[src/rtl/reg8_display_scan_pkg.sv]
// Shared constants for the register-file display scanner: digit count, idle patterns
// and the active-low hex glyph table used by the segment decoder.
package reg8_display_scan_pkg;

   localparam int NUM_DIGITS = 8;
   localparam int IDX_W      = 3;
   localparam int SEG_W      = 8;
   localparam int GLYPH_W    = 7;

   typedef logic [IDX_W-1:0] idx_t;

   localparam logic [SEG_W-1:0]      SEG_OFF  = 8'hFF;
   localparam logic [NUM_DIGITS-1:0] EN_OFF   = 8'hFF;
   localparam idx_t                  LAST_IDX = 3'd7;

   // {g,f,e,d,c,b,a}, active-low; element [n] is the glyph for hex digit n
   localparam logic [15:0][GLYPH_W-1:0] HEX7_GLYPH = {
      7'h0E, 7'h06, 7'h21, 7'h46,   // F E d C
      7'h03, 7'h08, 7'h10, 7'h00,   // b A 9 8
      7'h78, 7'h02, 7'h12, 7'h19,   // 7 6 5 4
      7'h30, 7'h24, 7'h79, 7'h40    // 3 2 1 0
   };

endpackage

[src/rtl/reg8_display_scan_if.sv]
// Link between the scanner (master) and the register file / display side (slave).
interface reg8_display_scan_if;
   import reg8_display_scan_pkg::*;

   logic                  page;
   logic [7:0]            q;
   logic [IDX_W-1:0]      rsel;
   logic [NUM_DIGITS-1:0] led_en;
   logic [SEG_W-1:0]      seg;

   modport master (input page, input q, output rsel, output led_en, output seg);
   modport slave  (output page, output q, input rsel, input led_en, input seg);

endinterface

[src/rtl/reg8_display_scan_seg7_hex_decode.sv]
// Pure combinational nibble to active-low seven-segment glyph decoder.
module seg7_hex_decode
   import reg8_display_scan_pkg::*;
(
   input  logic [3:0]         nib_i,
   output logic [GLYPH_W-1:0] seg_n_o
);

   assign seg_n_o = HEX7_GLYPH[nib_i];

endmodule

[src/rtl/reg8_display_scan.sv]
// Scans the 8x8 register file onto an 8-digit common-anode display, one hex digit per register.
// Defining SCAN_BLANK_EN blanks the first BLANK_CYC cycles of every slot to suppress ghosting.
module reg8_display_scan
   import reg8_display_scan_pkg::*;
#(
   parameter int SCAN_DIV  = 100000,
   parameter int BLANK_CYC = 1000
) (
   input  logic                clk,
   input  logic                clr_n,
   reg8_display_scan_if.master bus
);

   localparam int CNT_W = $clog2(SCAN_DIV);

`ifdef SCAN_BLANK_EN
   localparam int BLANK_LEN = BLANK_CYC;
`else
   localparam int BLANK_LEN = 0 * BLANK_CYC;
`endif

   logic [CNT_W-1:0]      div_cnt_q, div_cnt_d;
   idx_t                  idx_q, idx_d;
   logic [NUM_DIGITS-1:0] led_en_q, led_en_d;
   logic [SEG_W-1:0]      seg_q, seg_d;

   logic                  tick_s;
   logic                  blank_s;
   logic                  dp_n_s;
   logic [3:0]            nib_s;
   logic [GLYPH_W-1:0]    glyph_s;

   seg7_hex_decode u_dec (
      .nib_i   (nib_s),
      .seg_n_o (glyph_s)
   );

   // Slot divider and digit index: the index advances on the divider wrap cycle
   always_comb begin
      tick_s = (div_cnt_q == CNT_W'(SCAN_DIV - 1));
      if (tick_s) begin
         div_cnt_d = '0;
         idx_d     = idx_q + 3'd1;
      end else begin
         div_cnt_d = div_cnt_q + CNT_W'(1);
         idx_d     = idx_q;
      end
   end

   // Next display pattern; q is already the data for rsel == idx_q in this cycle
   always_comb begin
      nib_s   = bus.page ? bus.q[7:4] : bus.q[3:0];
      dp_n_s  = ~(bus.page && (idx_q == LAST_IDX));
      blank_s = (int'(div_cnt_q) < BLANK_LEN);
      if (blank_s) begin
         led_en_d = EN_OFF;
         seg_d    = SEG_OFF;
      end else begin
         led_en_d = ~(8'b1 << idx_q);
         seg_d    = {dp_n_s, glyph_s};
      end
   end

   // State and output registers, all cleared by the asynchronous reset
   always_ff @(posedge clk or negedge clr_n) begin
      if (!clr_n) begin
         div_cnt_q <= '0;
         idx_q     <= 3'd0;
         led_en_q  <= EN_OFF;
         seg_q     <= SEG_OFF;
      end else begin
         div_cnt_q <= div_cnt_d;
         idx_q     <= idx_d;
         led_en_q  <= led_en_d;
         seg_q     <= seg_d;
      end
   end

   assign bus.rsel   = idx_q;
   assign bus.led_en = led_en_q;
   assign bus.seg    = seg_q;

endmodule

[src/flat_wrapper.sv]
// flat-port wrapper written by rule: the top's interface ports become plain ports
module reg8_display_scan_flat import reg8_display_scan_pkg::*;
#(
   parameter int SCAN_DIV  = 100000,
   parameter int BLANK_CYC = 1000
)
  (clk, clr_n, bus_page, bus_q, bus_rsel, bus_led_en, bus_seg);
  reg8_display_scan_if bus_i ();
  input  logic clk;
  input  logic clr_n;
  input wire logic [$bits(bus_i.page)-1:0] bus_page;
  input wire logic [$bits(bus_i.q)-1:0] bus_q;
  output wire logic [$bits(bus_i.rsel)-1:0] bus_rsel;
  output wire logic [$bits(bus_i.led_en)-1:0] bus_led_en;
  output wire logic [$bits(bus_i.seg)-1:0] bus_seg;
  assign bus_i.page = bus_page;
  assign bus_i.q = bus_q;
  assign bus_rsel = bus_i.rsel;
  assign bus_led_en = bus_i.led_en;
  assign bus_seg = bus_i.seg;
  reg8_display_scan #(.SCAN_DIV(SCAN_DIV), .BLANK_CYC(BLANK_CYC)) u_core (.clk(clk), .clr_n(clr_n), .bus(bus_i));
endmodule
[config.mk]
export PLATFORM = sky130hd
export DESIGN_NAME = reg8_display_scan_flat
export DESIGN_NICKNAME = d
export VERILOG_FILES = /design/src/rtl/reg8_display_scan_pkg.sv /design/src/rtl/reg8_display_scan_if.sv /design/src/rtl/reg8_display_scan_seg7_hex_decode.sv /design/src/rtl/reg8_display_scan.sv /design/src/flat_wrapper.sv
export SDC_FILE = /design/constraint.sdc
export NUM_CORES = 1
export LEC_CHECK = 0
export CAP_MARGIN = 15
export CORE_ASPECT_RATIO = 1.4
export CORE_MARGIN = 2
export CORE_UTILIZATION = 47
export DETAILED_ROUTE_END_ITERATION = 10
export PLACE_DENSITY_LB_ADDON = 0.15
export SYNTH_ARGS = -nofsm -noshare
export SYNTH_HDL_FRONTEND = slang
export SYNTH_HIERARCHICAL = 1
export SYNTH_SLANG_ARGS = --single-unit
[constraint.sdc]
create_clock -name clk -period 1.65 [get_ports clk]
set_input_delay 0.33 -clock clk [delete_from_list [all_inputs] [get_ports clk]]
set_output_delay 0.33 -clock clk [all_outputs]
set_load 0.05 [all_outputs]
Yosys cells after proc, flatten, opt, wreduce, memory -nomap -nowiden
Memories as Yosys holds them, arrays and structs flattened. A register that Yosys moved wholly into a read port is not among the register bits. Cells that the tools add are included.

$add $sub $neg: 2. Magnitude comparators: 1. Eq/ne operators: 2. Shift-type cells: 1. Mux-type cells: 3. Bitwise logic cells: 2. Reduce and logical (&&, ||, !) cells: 2.

Operators by type and width (count): adder 17 x 1 -> 17 bit, second input constant (1); equality test 17 bit, second input constant (1); 2-to-1 mux 17 bit (1); inverter 8 bit (1); left shift 1 x 3 -> 8 bit, first input constant (1); 2-to-1 mux 7 bit (1); less-than comparator 4 x 5 -> 1 bit, second input constant (1); 2-to-1 mux 4 bit (1); adder 3 x 1 -> 3 bit, second input constant (1); equality test 3 bit, second input constant (1); logical AND 1 bit (1); logical NOT 1 bit (1); inverter 1 bit (1).

Register bits after elaboration: 36. ROM bits: 112. Input bits: 11. Output and inout bits: 19. Word-level logic and storage cells: 18. Memories kept: 1.

Memory list: (name not given) (words 16, bits a word 7, rd ports 1, clocked after memory_dff 1, write ports 0, line reg8_display_scan_seg7_hex_decode.sv:9) `assign seg_n_o = HEX7_GLYPH[nib_i];`.

Logic depth before layout (Yosys ltp)
Depth in word-level cells: 3. Mapped depth: 6. Mapped depth without buffers: 6.

Hierarchy
The synthesis kept the hierarchy.

By module, submodules not included: reg8_display_scan (times used 1, cells an instance 121, area each 1525.2 um^2, sequential area each 920.9 um^2); seg7_hex_decode (times used 1, cells an instance 32, area each 275.3 um^2, sequential area each 0.0 um^2).

Worst setup path before layout
OpenSTA, ideal clock, no wires.

Path kind: reg-to-reg. Start: reg u_core.div_cnt_q[12]. End: reg u_core.idx_q[1] (netlist: u_core/bus.rsel[1]). Setup time: 0.128 ns. Arrival time: 1.585 ns. Data required time: 1.522 ns. Slack: -0.063 ns. Stages on the path, launching flop included: 4. Buffers on the path: 0. Clock period less this slack: 1.713 ns. Path through: dfrtp_1 or4b_4 nor4_4 mux2_1.

Cells in the longest elaborated chain, start to end: 1.

RTL lines: start: declaration (line reg8_display_scan.sv:22) `logic [CNT_W-1:0] div_cnt_q, div_cnt_d;`; start signal: assignment (line reg8_display_scan.sv:72) `div_cnt_q <= div_cnt_d;`; equality test 17 bit (line reg8_display_scan.sv:40) `tick_s = (div_cnt_q == CNT_W'(SCAN_DIV - 1));`; end signal: assignment (line reg8_display_scan.sv:73) `idx_q <= idx_d;`; end: declaration (line reg8_display_scan.sv:23) `idx_t idx_q, idx_d;`.

No other way between the ends. A chain may end at the register's enable or synchronous reset.

Worst setup path after layout
Start: reg u_core.div_cnt_q[11]. End: reg u_core.div_cnt_q[15].

Cells in the longest elaborated chain, start to end: 2. Elaborated cells on any way between the ends: 3. Those cells by class: add/sub: 1; eq/ne: 1; mux: 1.

RTL lines: adder 17 x 1 -> 17 bit / equality test 17 bit (equally long branches) (line reg8_display_scan.sv:45, reg8_display_scan.sv:40); 2-to-1 mux 17 bit (*) (line reg8_display_scan.sv:41) `if (tick_s) begin`; via u_core.div_cnt_d[15] (line reg8_display_scan.sv:22).

Mark *: on every way through the listed nets, which the timed path passes. The rest lies on a longest branch.

==> flow_summary.ini <==
[drt]
vias = 1326
wl_per_cell_um = 14.4
dr.first_iter.drc_count = 20
dr.pass1.iters = 4
viasPerCell = 5.18
ant_nets = 0
wirelength_um = 3690
route.detailed.drc = 0

[sta]
period_share_pct = 111
fin_ws_ps = -176
fin_worst_skew_ps = 4.71
relSlewSlack_pct = 75.3
hold_violations = 0
setup_tns_ps = -870
rsz0062_at_grt = yes
setup_violations = 12
maxSlewViolCount = 0
worst_slew_pin_slew_ps = 367
fmax_mhz = 548
min_period_ps = 1830

[critical_path]
arrival_ps = 1990
cp_max_fo = 5
cp-start-kind = flip-flop
r2r_cells = 5
crit_type = reg -> reg
cp-end-kind = flip-flop
cp.required_ps = 1820

[power]
switching_share_pct = 26.0
peakVddDrop_uv = 827
powerDensity_nw_per_um2 = 719
p_comb_share_pct = 18.6
p_clk_share_pct = 33.1
intPower_w = 0.00145
share_seq_of_total_power_pct = 48.3
p_sw_w = 0.000509
p_leak_nw = 1.27

[finish]
n_fill_cell = 236
diodes = 0
fin_nets = 238
final_common_cell = buf_4
fin_area_um2 = 2720
final_cell_count_no_fill = 256
layout_common_cells = buf_4, buf_12, dfrtp_1
drive_above_1_share_pct = 45.8
syn_to_final_growth_pct = 51.0

[die]
io_pins = 30
start_util_pct = 49.0
die_x_um = 56.3
core_um2 = 3680
die_y_um = 77.2
dieArea_um2 = 4350
row_count = 26

[place]
post-dp-hpwl_um = 2740
placed_cells = 243
post_dp_cell_area_um2 = 2480
port_buffers = 29
dp_slack_ps = -532
gp_congestion = 0.904

[global_routing]
grt_pass1_wl_um = 6560
grt_pass1_vias = 1416
gr-usage-all-layers_pct = 19.4
grt-ovfl-total = 0
grt_max_degree = 37
antenna_found_initial = 0

[cts]
cts_made_buffers = 5
root_buffer = clkbuf_8
htree_levels = 2
clk_path_buf_depth = 2
cts_tree = built
cts.sinks = 36
clock_latency_ps = 280
clkSlewWorstSetupHoldPaths_ps = 70

[logic_synthesis]
synthCells = 153
syn_area_per_cell_um2 = 11.8
synthDistinctLibCells = 32
yosysWarnings = 6
synth-seq-cells = 36
syn_nets = 178
ys_seq_area_share_pct = 51.1
netlist_area_um2 = 1800

[outcome]
status = finished with violations
violations = negative setup slack

[worst_hold_path]
worst_hold_path_type = in -> async

[job]
maxCapViolCount = 0
[layer usage]
layer,vias up,GRT usage [%],part of all wire (%)
met5,-,0,0
met4,0,6.90,2.5
met3,11,5.23,3.8
met2,30,34.4,57
met1,648,22.0,37
li1,637,-,-
[path summary, 6_finish.rpt]
path	end	slack, ps	from
worst max-delay path	u_core/div_cnt_q[15]	-180	u_core/div_cnt_q[11]
worst min-delay path	u_core/div_cnt_q[10]	430	clr_n
worst max register to register	u_core/div_cnt_q[15]	-180	u_core/div_cnt_q[11]
worst min register to register	u_core/div_cnt_q[2]	550	u_core/div_cnt_q[2]
max in group asynchronous	u_core/bus.seg[6]	980	clr_n
min in group clk	u_core/bus.seg[7]	520	bus_page
[through the flow]
step	utilization, %	total power, W	hold WS, ps
final	74.0	0.00195	429
after global routing	74.0	0.00205	430
after CTS	72.3	0.00197	434
after detailed placement	67.6	0.00130	541
after global placement	67.6	0.00129	518
after floorplan	-	0.00112	34.4
[sequential cells by signal (all words and copies together) (netlist names)]
signal and flops:
u_core/bus.seg 8, u_core/bus.led_en 8, u_core/bus.rsel 3, u_core/div_cnt_q 17
[cells in the mapped netlist]
cell type   n  share of area [%]
a32o_1      1               0.56
nand3_1     5                1.4
and2b_2     1               0.49
nand4_4     1                1.2
nand2_1    11                2.3
or3b_1      1               0.49
nor2b_1     1               0.35
or4b_4      1               0.76
nand4b_1    1               0.49
nor4_4      1                1.2
o21ai_0     3               0.83
nor2_1     17                3.5
buf_6       2                1.3
buf_2       1               0.28
or4b_1      1               0.56
nor4_1      3                1.0
ha_1       14                9.7
dfrtp_1    20                 28
a21oi_1     2               0.56
nand4_1     4                1.4
or2_2       1               0.35
mux2_1      1               0.63
mux4_1      1                1.5
mux2i_1     5                2.8
mux2_2      6                3.8
xor2_1      6                2.9
or3_1       2               0.69
nor3_1      2               0.56
a22o_1      2               0.97
dfstp_2    16                 23
inv_1      12                2.5
xnor2_1     8                3.9
[cell families after synthesis]
family / after synthesis / synth area share (%)
XOR/XNOR: 14 / 6.81
adder cells (fa/ha/maj): 14 / 9.73
buffers and inverters: 15 / 4.03
multiplexers: 13 / 8.62
flip-flops: 36 / 51.1
AND/OR/NAND/NOR: 53 / 16.7
AO/OA/AOI/OAI: 8 / 2.92
[power groups by stage]
| stage | Sequential [W] | Clock [W] | Combinational, W |
|---|---|---|---|
| after global placement | 0.000959 | 0 | 0.000336 |
| after floorplan | 0.00103 | 0 | 0.0000853 |
| after global routing | 0.000946 | 0.000716 | 0.000386 |
| final | 0.000944 | 0.000647 | 0.000364 |
| after CTS | 0.000944 | 0.000665 | 0.000361 |
| after detailed placement | 0.000959 | 0 | 0.000345 |
[worst max-delay path, stage by stage, from the launching register on]
cell     delay (ps)
dfrtp_1         380
or4b_4          560
nor4_4          270
buf_4           190
nor2_1           50
mux2_4          270
[layout make-up]
type | count | area [µm²] | area share (%)
Clock buffer | 6 | 82.6 | 3.04
Clock inverter | 2 | 15.0 | 0.552
Sequential cell | 36 | 922 | 33.9
Timing Repair Buffer | 56 | 707 | 26.0
Inverter | 12 | 50.0 | 1.84
Tap cell | 42 | 52.6 | 1.93
Multi-Input combinational cell | 102 | 890 | 32.7
[what timing repair did]
item | CTS | global route
hold buffers | 0 | 0
resized for setup | 17 | 13
pin swaps | 3 | 4
setup endpoints to repair | 18 | 17
buffers inserted | 3 | 3
No activity file was read; power rests on OpenSTA's default activity.
